`src/rtl/irrigation_sequencer.sv`:
```
// irrigation_sequencer: turns irrigation requests into timed, mutually exclusive actuator commands
// with a min-on inlet valve, a qualified error input and a latched, acknowledged fault state.
module irrigation_sequencer #(
    parameter int CLK_DIV       = 50000000,
    parameter int SPRINKLE_TIME = 10,
    parameter int DRIP_TIME     = 20,
    parameter int VALVE_MIN_ON  = 3,
    parameter int ERR_CONFIRM   = 2
) (
    input  logic       clk,
    input  logic       rst,
    input  logic       ve_req,
    input  logic       bs_req,
    input  logic       vs_req,
    input  logic       al_in,
    input  logic       e_in,
    input  logic       ack,
    output logic       valve_on,
    output logic       sprinkler_on,
    output logic       drip_on,
    output logic       alarm_on,
    output logic       err_latched,
    output logic [2:0] state,
    output logic [7:0] secs_left
);
    typedef enum logic [2:0] {IDLE = 3'd0, SPRINKLE = 3'd1, DRIP = 3'd2, ALARM = 3'd3, FAULT = 3'd4} state_t;
    localparam int PW = $clog2(CLK_DIV);
    logic [PW-1:0] pre_q, pre_d;
    logic [7:0] err_q, err_d, vcnt_q, vcnt_d, secs_q, secs_d;
    state_t state_q, state_d;
    logic valve_q, valve_d, spr_q, drip_q, alarm_q, fault_q;
    logic tick, err_fire;
    assign tick     = pre_q == PW'(CLK_DIV - 1);
    assign pre_d    = tick ? '0 : pre_q + PW'(1);
    // error counter saturates at ERR_CONFIRM; the fault fires on the edge it gets there
    assign err_d    = !e_in ? 8'd0 : (tick && err_q < 8'(ERR_CONFIRM)) ? err_q + 8'd1 : err_q;
    assign err_fire = e_in && tick && err_q == 8'(ERR_CONFIRM - 1);
    always_comb begin
        state_d = state_q;
        secs_d  = secs_q;
        case (state_q)
            IDLE: begin
                if (al_in) state_d = ALARM;
                else if (bs_req) begin
                    state_d = SPRINKLE;
                    secs_d  = 8'(SPRINKLE_TIME);
                end else if (vs_req) begin
                    state_d = DRIP;
                    secs_d  = 8'(DRIP_TIME);
                end
            end
            SPRINKLE, DRIP: begin
                if (al_in) begin
                    state_d = ALARM;
                    secs_d  = 8'd0;
                end else if (tick) begin
                    secs_d  = secs_q - 8'd1;
                    state_d = secs_q == 8'd1 ? IDLE : state_q;
                end
            end
            ALARM:   state_d = al_in ? ALARM : IDLE;
            FAULT:   state_d = (ack && !e_in) ? IDLE : FAULT;
            default: begin
                state_d = IDLE;
                secs_d  = 8'd0;
            end
        endcase
        if (err_fire) begin
            state_d = FAULT;
            secs_d  = 8'd0;
        end
    end
    // the min-on window counts ticks from switch-on and is not restarted by ve_req toggling
    always_comb begin
        valve_d = valve_q;
        vcnt_d  = vcnt_q;
        if (!valve_q) begin
            valve_d = ve_req;
            vcnt_d  = 8'd0;
        end else begin
            vcnt_d  = (tick && vcnt_q < 8'(VALVE_MIN_ON)) ? vcnt_q + 8'd1 : vcnt_q;
            valve_d = !(vcnt_q >= 8'(VALVE_MIN_ON) && !ve_req);
        end
        if (state_d == FAULT) begin
            valve_d = 1'b0;
            vcnt_d  = 8'd0;
        end
    end
    always_ff @(posedge clk) begin
        if (rst) begin
            pre_q   <= '0;
            err_q   <= 8'd0;
            vcnt_q  <= 8'd0;
            secs_q  <= 8'd0;
            state_q <= IDLE;
            valve_q <= 1'b0;
            spr_q   <= 1'b0;
            drip_q  <= 1'b0;
            alarm_q <= 1'b0;
            fault_q <= 1'b0;
        end else begin
            pre_q   <= pre_d;
            err_q   <= err_d;
            vcnt_q  <= vcnt_d;
            secs_q  <= secs_d;
            state_q <= state_d;
            valve_q <= valve_d;
            spr_q   <= state_d == SPRINKLE;
            drip_q  <= state_d == DRIP;
            alarm_q <= state_d == ALARM;
            fault_q <= state_d == FAULT;
        end
    end
    assign valve_on     = valve_q;
    assign sprinkler_on = spr_q;
    assign drip_on      = drip_q;
    assign alarm_on     = alarm_q;
    assign err_latched  = fault_q;
    assign state        = state_q;
    assign secs_left    = secs_q;
endmodule

```
`config.mk`:
```
export PLATFORM = sky130hd
export DESIGN_NAME = irrigation_sequencer
export DESIGN_NICKNAME = d
export VERILOG_FILES = /design/src/rtl/irrigation_sequencer.sv
export SDC_FILE = /design/constraint.sdc
export NUM_CORES = 1
export LEC_CHECK = 0
export CORE_MARGIN = 2
export CORE_UTILIZATION = 55
export DETAILED_ROUTE_END_ITERATION = 7
export GPL_TIMING_DRIVEN = 1
export HOLD_SLACK_MARGIN = 0.12
export PLACE_DENSITY = 0.83
export SKIP_LAST_GASP = 1
export SYNTH_ARGS = -nofsm -noshare
export SYNTH_HDL_FRONTEND = slang
export SYNTH_SLANG_ARGS = --single-unit
export TNS_END_PERCENT = 100
```
`constraint.sdc`:
```
create_clock -name clk -period 5.3 [get_ports clk]
set_input_delay 0.53 -clock clk [delete_from_list [all_inputs] [get_ports clk]]
set_output_delay 0.53 -clock clk [all_outputs]
set_load 0.005 [all_outputs]
```
==> results of run 1 <==
==> area by class of cell <==
class	instances	area (um^2)	area share, %
Multi-Input combinational cell	224	1440	46.0
Clock inverter	2	10.0	0.319
Sequential cell	58	1160	37.0
Inverter	9	33.8	1.08
Clock buffer	14	173	5.51
Tap cell	67	83.8	2.67
Timing Repair Buffer	23	230	7.35
==> synthesized netlist by cell type, drive strengths merged (4+ instances only) <==
library cell | count | area (um^2)
o21ai | 5 | 25.0
nor4 | 10 | 114
a21oi | 13 | 65.1
buf | 4 | 30.0
nand3 | 23 | 120
nor4b | 4 | 35.0
dfxtp | 58 | 1160
inv | 9 | 33.8
nand2b | 5 | 31.3
a31oi | 6 | 37.5
nand4 | 10 | 77.6
xnor2 | 9 | 78.8
nand2 | 15 | 58.8
clkbuf | 6 | 23.8
nor3 | 4 | 20.0
ha | 6 | 75.1
nor2 | 43 | 161
xor2 | 16 | 140
and2 | 15 | 95.1
and3 | 7 | 45.1
==> registers in the layout (all words and copies together) (netlist names) <==
| name | cells |
|---|---|
| alarm_on | 1 |
| drip_on | 1 |
| err_latched | 1 |
| err_q | 8 |
| pre_q | 26 |
| secs_left | 8 |
| sprinkler_on | 1 |
| state | 3 |
| valve_on | 1 |
| vcnt_q | 8 |
==> power by group through the flow <==
stage	registers [mW]	logic, mW	clock network [mW]
after floorplan	0.494	0.157	0
after CTS	0.496	0.240	0.379
after detailed placement	0.505	0.238	0
after global routing	0.501	0.270	0.399
final	0.496	0.242	0.372
after global placement	0.504	0.234	0
==> worst max-delay path, cell delays in order (launching register included) <==
cell and delay, ns:
dfxtp_1 0.35, ha_1 0.25, nand4_4 0.16, nor4_4 0.50
and2_2 0.31, or2_1 0.66, nor2_1 0.13
==> metal layers <==
metal | vias up | global-route usage (%) | share of wire [%]
li1 | 1118 | - | -
met1 | 1028 | 28.7 | 48
met2 | 39 | 34.6 | 46
met3 | 7 | 6.10 | 3.5
met4 | 0 | 10.1 | 1.8
met5 | - | 0 | 0
==> worst max path at each step <==
stage / startpoint / end / depth (start not counted)
after floorplan: pre_q[0]$_SDFF_PP0_ / pre_q[19]$_SDFF_PP0_ / 9
after global placement: pre_q[0]$_SDFF_PP0_ / pre_q[4]$_SDFF_PP0_ / 6
after detailed placement: pre_q[0]$_SDFF_PP0_ / pre_q[16]$_SDFF_PP0_ / 6
after CTS: pre_q[0]$_SDFF_PP0_ / pre_q[16]$_SDFF_PP0_ / 6
after global routing: pre_q[0]$_SDFF_PP0_ / pre_q[21]$_SDFF_PP0_ / 6
final: pre_q[0]$_SDFF_PP0_ / pre_q[16]$_SDFF_PP0_ / 6
==> kinds of logic (layout without fill, tap and decap cells) <==
family | count (synthesis) | in the layout | synth area share (%)
AND/OR/NAND/NOR | 152 | 152 | 32.7
flip-flops | 58 | 58 | 43.1
AO/OA/AOI/OAI | 41 | 41 | 9.95
XOR/XNOR | 25 | 25 | 8.14
buffers and inverters | 19 | 48 | 3.25
adder cells (fa/ha/maj) | 6 | 6 | 2.79
==> metrics by stage <==
step | worst slack [ns] | total power, mW | hold WS [ns] | cells | instance area, um^2
finish | 2.78 | 1.11 | 0.447 | 397 | 3130
global route | 2.60 | 1.17 | 0.463 | 397 | 3130
CTS | 2.75 | 1.12 | 0.454 | 397 | 3130
detailed placement | 2.76 | 0.743 | 0.440 | 381 | 2950
global placement | 2.88 | 0.738 | 0.430 | 381 | 2950
floorplan | 3.31 | 0.651 | 0.417 | 301 | 2690
==> flow_metrics.env, run 1 <==
export IMPL_hold_class="register to register"
export IMPL_drt_iter0_drc=247
export IMPL_utilization_pct=66.4
export IMPL_io_buffers=23
export IMPL_grt_overflow=0
export IMPL_worst_ep_arrival_time_ns=2.71
export IMPL_grt_max_degree=25
export IMPL_grt_antenna_before_repair=0
export IMPL_vias=2192
export IMPL_clock_skew_ns=0.0141
export IMPL_hpwlAfterDp_um=3900
export IMPL_rows=25
export IMPL_sequentialPowerShare_pct=44.7
export IMPL_relSlewSlack_pct=45.6
export IMPL_final_common_cell="dfxtp_1"
export IMPL_cp_end_kind="register"
export IMPL_cts_inserted_buffers=9
export IMPL_combPwrFrac_pct=21.8
export IMPL_critPathLaunchType="register"
export IMPL_p_clk_share_pct=33.6
export IMPL_drc_errors=0
export IMPL_nFillCells=366
export IMPL_cts_root_buf="clkbuf_8"
export IMPL_worst_slew_pin_transition_ns=0.815
export IMPL_worstReg2RegEnd="pre_q[16]$_SDFF_PP0_"
export IMPL_synth_nets=315
export IMPL_cts_hold_buf=0
export IMPL_postSynthAreaPerCell_um2=8.94
export IMPL_final_setup_tns_ns=0
export IMPL_area_delta_synth_final_pct=16.5
export IMPL_status="finished clean"
export IMPL_holdPathEnd="pre_q[0]$_SDFF_PP0_"
export IMPL_ctsLongestPathBuffers=2
export IMPL_ys_flop_type="dfxtp_1"
export IMPL_power_density_nw_per_um2=354
export IMPL_drtAntennaViolNets=0
export IMPL_setup_viol_count_final=0
export IMPL_rsz0062_at_grt="no"
export IMPL_mostFrequentLayoutCells="dfxtp_1 (58), nor2_1 (43), clkdlybuf4s50_1 (23), nand3_1 (22), xor2_1 (16)"
export IMPL_design_die_area_um2=5470
export IMPL_switchingPower_mw=0.327
export IMPL_drive_above_1_share_pct=7.88
export IMPL_max_cap_viol_count=0
export IMPL_r2r_start="pre_q[0]$_SDFF_PP0_"
export IMPL_leakage_nw=1.19
export IMPL_p_int_mw=0.783
export IMPL_start_util_pct=57.0
export IMPL_clock_sinks=58
export IMPL_gp_congestion=0.845
export IMPL_syn_cell_area_um2=2690
export IMPL_synth_cells=301
export IMPL_period_share_pct=47.6
export IMPL_htreeDepth=3
export IMPL_r2r_cells=6
export IMPL_reg2reg_slack_ns=2.78
export IMPL_cts_setup_buffers=0
export IMPL_routed_wl_um=5470
export IMPL_insertion_delay_ns=0.34
export IMPL_path_clk_slew_ns=0.06
export IMPL_grt_pass1_vias=2035
export IMPL_io_pins=24
export IMPL_dieHeight_um=74.0
export IMPL_hp_start="pre_q[0]$_SDFF_PP0_"
export IMPL_wire_per_inst_um=13.8
export IMPL_dr_pass1_iters=4
export IMPL_core_area_um2=4720
export IMPL_synth_edf_count=0
export IMPL_vias_per_cell=5.52
export IMPL_final_nets=339
export IMPL_cts_resized=0
export IMPL_ys_types=52
export IMPL_die_width_um=74.0
export IMPL_required_ns=5.48
export IMPL_async_reset_ff_share_pct=0
export IMPL_synth_seq_area_share_pct=43.1
export IMPL_holdPathStages=1
export IMPL_grt_pass1_wl_um=9260
export IMPL_path_max_fanout=24
export IMPL_ir_drop_uv=234
export IMPL_final_max_slew_viol_count=0
export IMPL_timing_final_crit_period_ns=2.52
export IMPL_swShare_pct=29.4
export IMPL_hold_viol_final=0
export IMPL_yosysWarnings=0
export IMPL_ys_ff_latch=58
export IMPL_antennaDiodeCount=0
export IMPL_grt_usage_pct=22.2
export IMPL_cts_tree="built"
export IMPL_max_freq_mhz=397
export IMPL_crit_type="register to register"
Power figures use the tool's default switching activity.
==> inputs of run 2 (changes only) <==
Clock period 5.3 ns to 2.6 ns, I/O delays scaled along.
==> run 2 against run 1 <==
Wire length grew 4.3%. Die area is the same. Global-route usage grew 0.58 points. Final area grew 2.9%. Critical path type unchanged.
==> flow_metrics.env, run 2 (same netlist as run 1, synthesis figures left out) <==
export IMPL_path_clk_slew_ns=0.07
export IMPL_combPwrFrac_pct=20.1
export IMPL_sequentialPowerShare_pct=39.4
export IMPL_regMostFlops="pre_q"
export IMPL_period_share_pct=88.5
export IMPL_hpwlAfterDp_um=3920
export IMPL_status="finished clean"
export IMPL_worst_ep_arrival_time_ns=2.50
export IMPL_rsz0062_at_grt="no"
export IMPL_critPathSlowestCell="nor4_4"
export IMPL_final_common_cell="dfxtp_1"
export IMPL_final_setup_tns_ns=0
export IMPL_grt_antenna_before_repair=0
export IMPL_cts_setup_buffers=0
export IMPL_worstReg2RegEnd="secs_left[4]$_SDFFE_PP0P_"
export IMPL_hold_ws_ns=0.452
export IMPL_ctsLongestPathBuffers=2
export IMPL_io_pins=24
export IMPL_grt_max_degree=25
export IMPL_gp_congestion=0.821
export IMPL_final_max_slew_viol_count=0
export IMPL_r2r_start="pre_q[0]$_SDFF_PP0_"
export IMPL_p_int_mw=1.86
export IMPL_critPathLaunchType="register"
export IMPL_mostFrequentLayoutCells="dfxtp_1 (58), nor2_1 (43), clkdlybuf4s50_1 (23), nand3_1 (22), xor2_1 (16)"
export IMPL_crit_type="register to register"
export IMPL_final_nets=342
export IMPL_cts_resized=0
export IMPL_cts_tree="built"
export IMPL_core_area_um2=4720
export IMPL_r2r_cells=6
export IMPL_hp_start="pre_q[0]$_SDFF_PP0_"
export IMPL_largest_register_ffs=26
export IMPL_reg2reg_slack_ns=0.30
export IMPL_rows=25
export IMPL_vias=2284
export IMPL_dr_pass1_iters=6
export IMPL_vias_per_cell=5.71
export IMPL_drt_iter0_drc=288
export IMPL_cts_hold_buf=0
export IMPL_grt_pass1_wl_um=9380
export IMPL_design_die_area_um2=5470
export IMPL_worst_slew_pin_transition_ns=0.549
export IMPL_path_max_fanout=9
export IMPL_die_width_um=74.0
export IMPL_grt_pass1_vias=2055
export IMPL_antennaDiodeCount=0
export IMPL_cp_end_kind="register"
export IMPL_cts_root_buf="clkbuf_8"
export IMPL_holdPathStages=1
export IMPL_max_freq_mhz=435
export IMPL_cp_cell_sequence="ha_1 -> nand4_4 -> nor4_4 -> nand3_1 -> a2bb2oi_1 -> o221ai_1"
export IMPL_max_cap_viol_count=0
export IMPL_drc_errors=0
export IMPL_drtAntennaViolNets=0
export IMPL_area_delta_synth_final_pct=19.9
export IMPL_p_clk_share_pct=40.6
export IMPL_dieHeight_um=74.0
export IMPL_start_util_pct=57.0
export IMPL_hold_class="register to register"
export IMPL_worst_slack_ns=0.299
export IMPL_cts_inserted_buffers=9
export IMPL_max_stage_delay_ns=0.52
export IMPL_io_buffers=23
export IMPL_insertion_delay_ns=0.34
export IMPL_holdPathEnd="pre_q[0]$_SDFF_PP0_"
export IMPL_grt_overflow=0
export IMPL_setup_viol_count_final=0
export IMPL_routed_wl_um=5700
export IMPL_clock_sinks=58
export IMPL_drive_above_1_share_pct=9.31
export IMPL_timing_final_crit_period_ns=2.30
export IMPL_hold_viol_final=0
export IMPL_htreeDepth=3
export IMPL_relSlewSlack_pct=63.2
export IMPL_swShare_pct=27.5
export IMPL_grt_usage_pct=22.7
export IMPL_switchingPower_mw=0.706
export IMPL_wire_per_inst_um=14.3
export IMPL_clock_skew_ns=0.00687
export IMPL_required_ns=2.80
export IMPL_leakage_nw=1.24
export IMPL_ir_drop_uv=573
export IMPL_post_place_ws_ns=0.399
export IMPL_power_density_nw_per_um2=796
[run 2: area by class of cell]
type / instances / area (um^2)
inverters: 9 / 33.8
clock inverters: 5 / 100
clock buffers: 11 / 151
multi-input cells: 224 / 1440
flip-flops and latches: 58 / 1160
fillers: 372 / 1500
well taps: 67 / 83.8
repair buffers: 26 / 253
[run 2: worst max-delay path by stage]
stage          depth (start not counted)                 from  slack [ns]                        end
2_1_floorplan                          9  pre_q[0]$_SDFF_PP0_        0.61       pre_q[19]$_SDFF_PP0_
3_3_place_gp                           6  pre_q[0]$_SDFF_PP0_        0.44         drip_on$_SDFF_PP0_
3_5_place_dp                           6  pre_q[0]$_SDFF_PP0_        0.40  secs_left[4]$_SDFFE_PP0P_
4_1_cts                                6  pre_q[0]$_SDFF_PP0_        0.35         drip_on$_SDFF_PP0_
5_1_grt                                6  pre_q[0]$_SDFF_PP0_        0.05  secs_left[4]$_SDFFE_PP0P_
6_report                               6  pre_q[0]$_SDFF_PP0_        0.30  secs_left[4]$_SDFFE_PP0P_
[run 2: through the flow]
step	cells	total power [mW]	utilization [%]	area [um^2]
floorplan	301	1.33	-	2690
global placement	384	1.51	63.0	2970
detailed placement	384	1.51	63.0	2970
CTS	400	2.56	68.3	3230
global route	400	2.67	68.3	3230
finish	400	2.57	68.3	3230
[run 2: worst max-delay path: cells and delay by family, from the launching register on]
| kind | cells | cell delay, ns |
|---|---|---|
| adders and majority gates | 1 | 0.25 |
| DFF | 1 | 0.36 |
| and+or+nand+nor | 3 | 0.96 |
| AOI/OAI and AO/OA | 2 | 0.58 |
[run 2: per-layer routing]
| metal | up-vias | global-route usage, % | wire length, um |
|---|---|---|---|
| met4 | 0 | 9.09 | 101 |
| met1 | 1070 | 29.7 | 2660 |
| met3 | 16 | 7.86 | 323 |
| li1 | 1126 | - | - |
| met5 | - | 0 | 0 |
| met2 | 72 | 34.6 | 2610 |
[run 2: power by group through the flow]
stage	Clock [mW]	Combinational, mW	Sequential, mW
2_1_floorplan	0	0.320	1.01
3_3_place_gp	0	0.480	1.03
3_5_place_dp	0	0.485	1.03
4_1_cts	1.05	0.503	1.01
5_1_grt	1.09	0.557	1.02
6_report	1.04	0.515	1.01
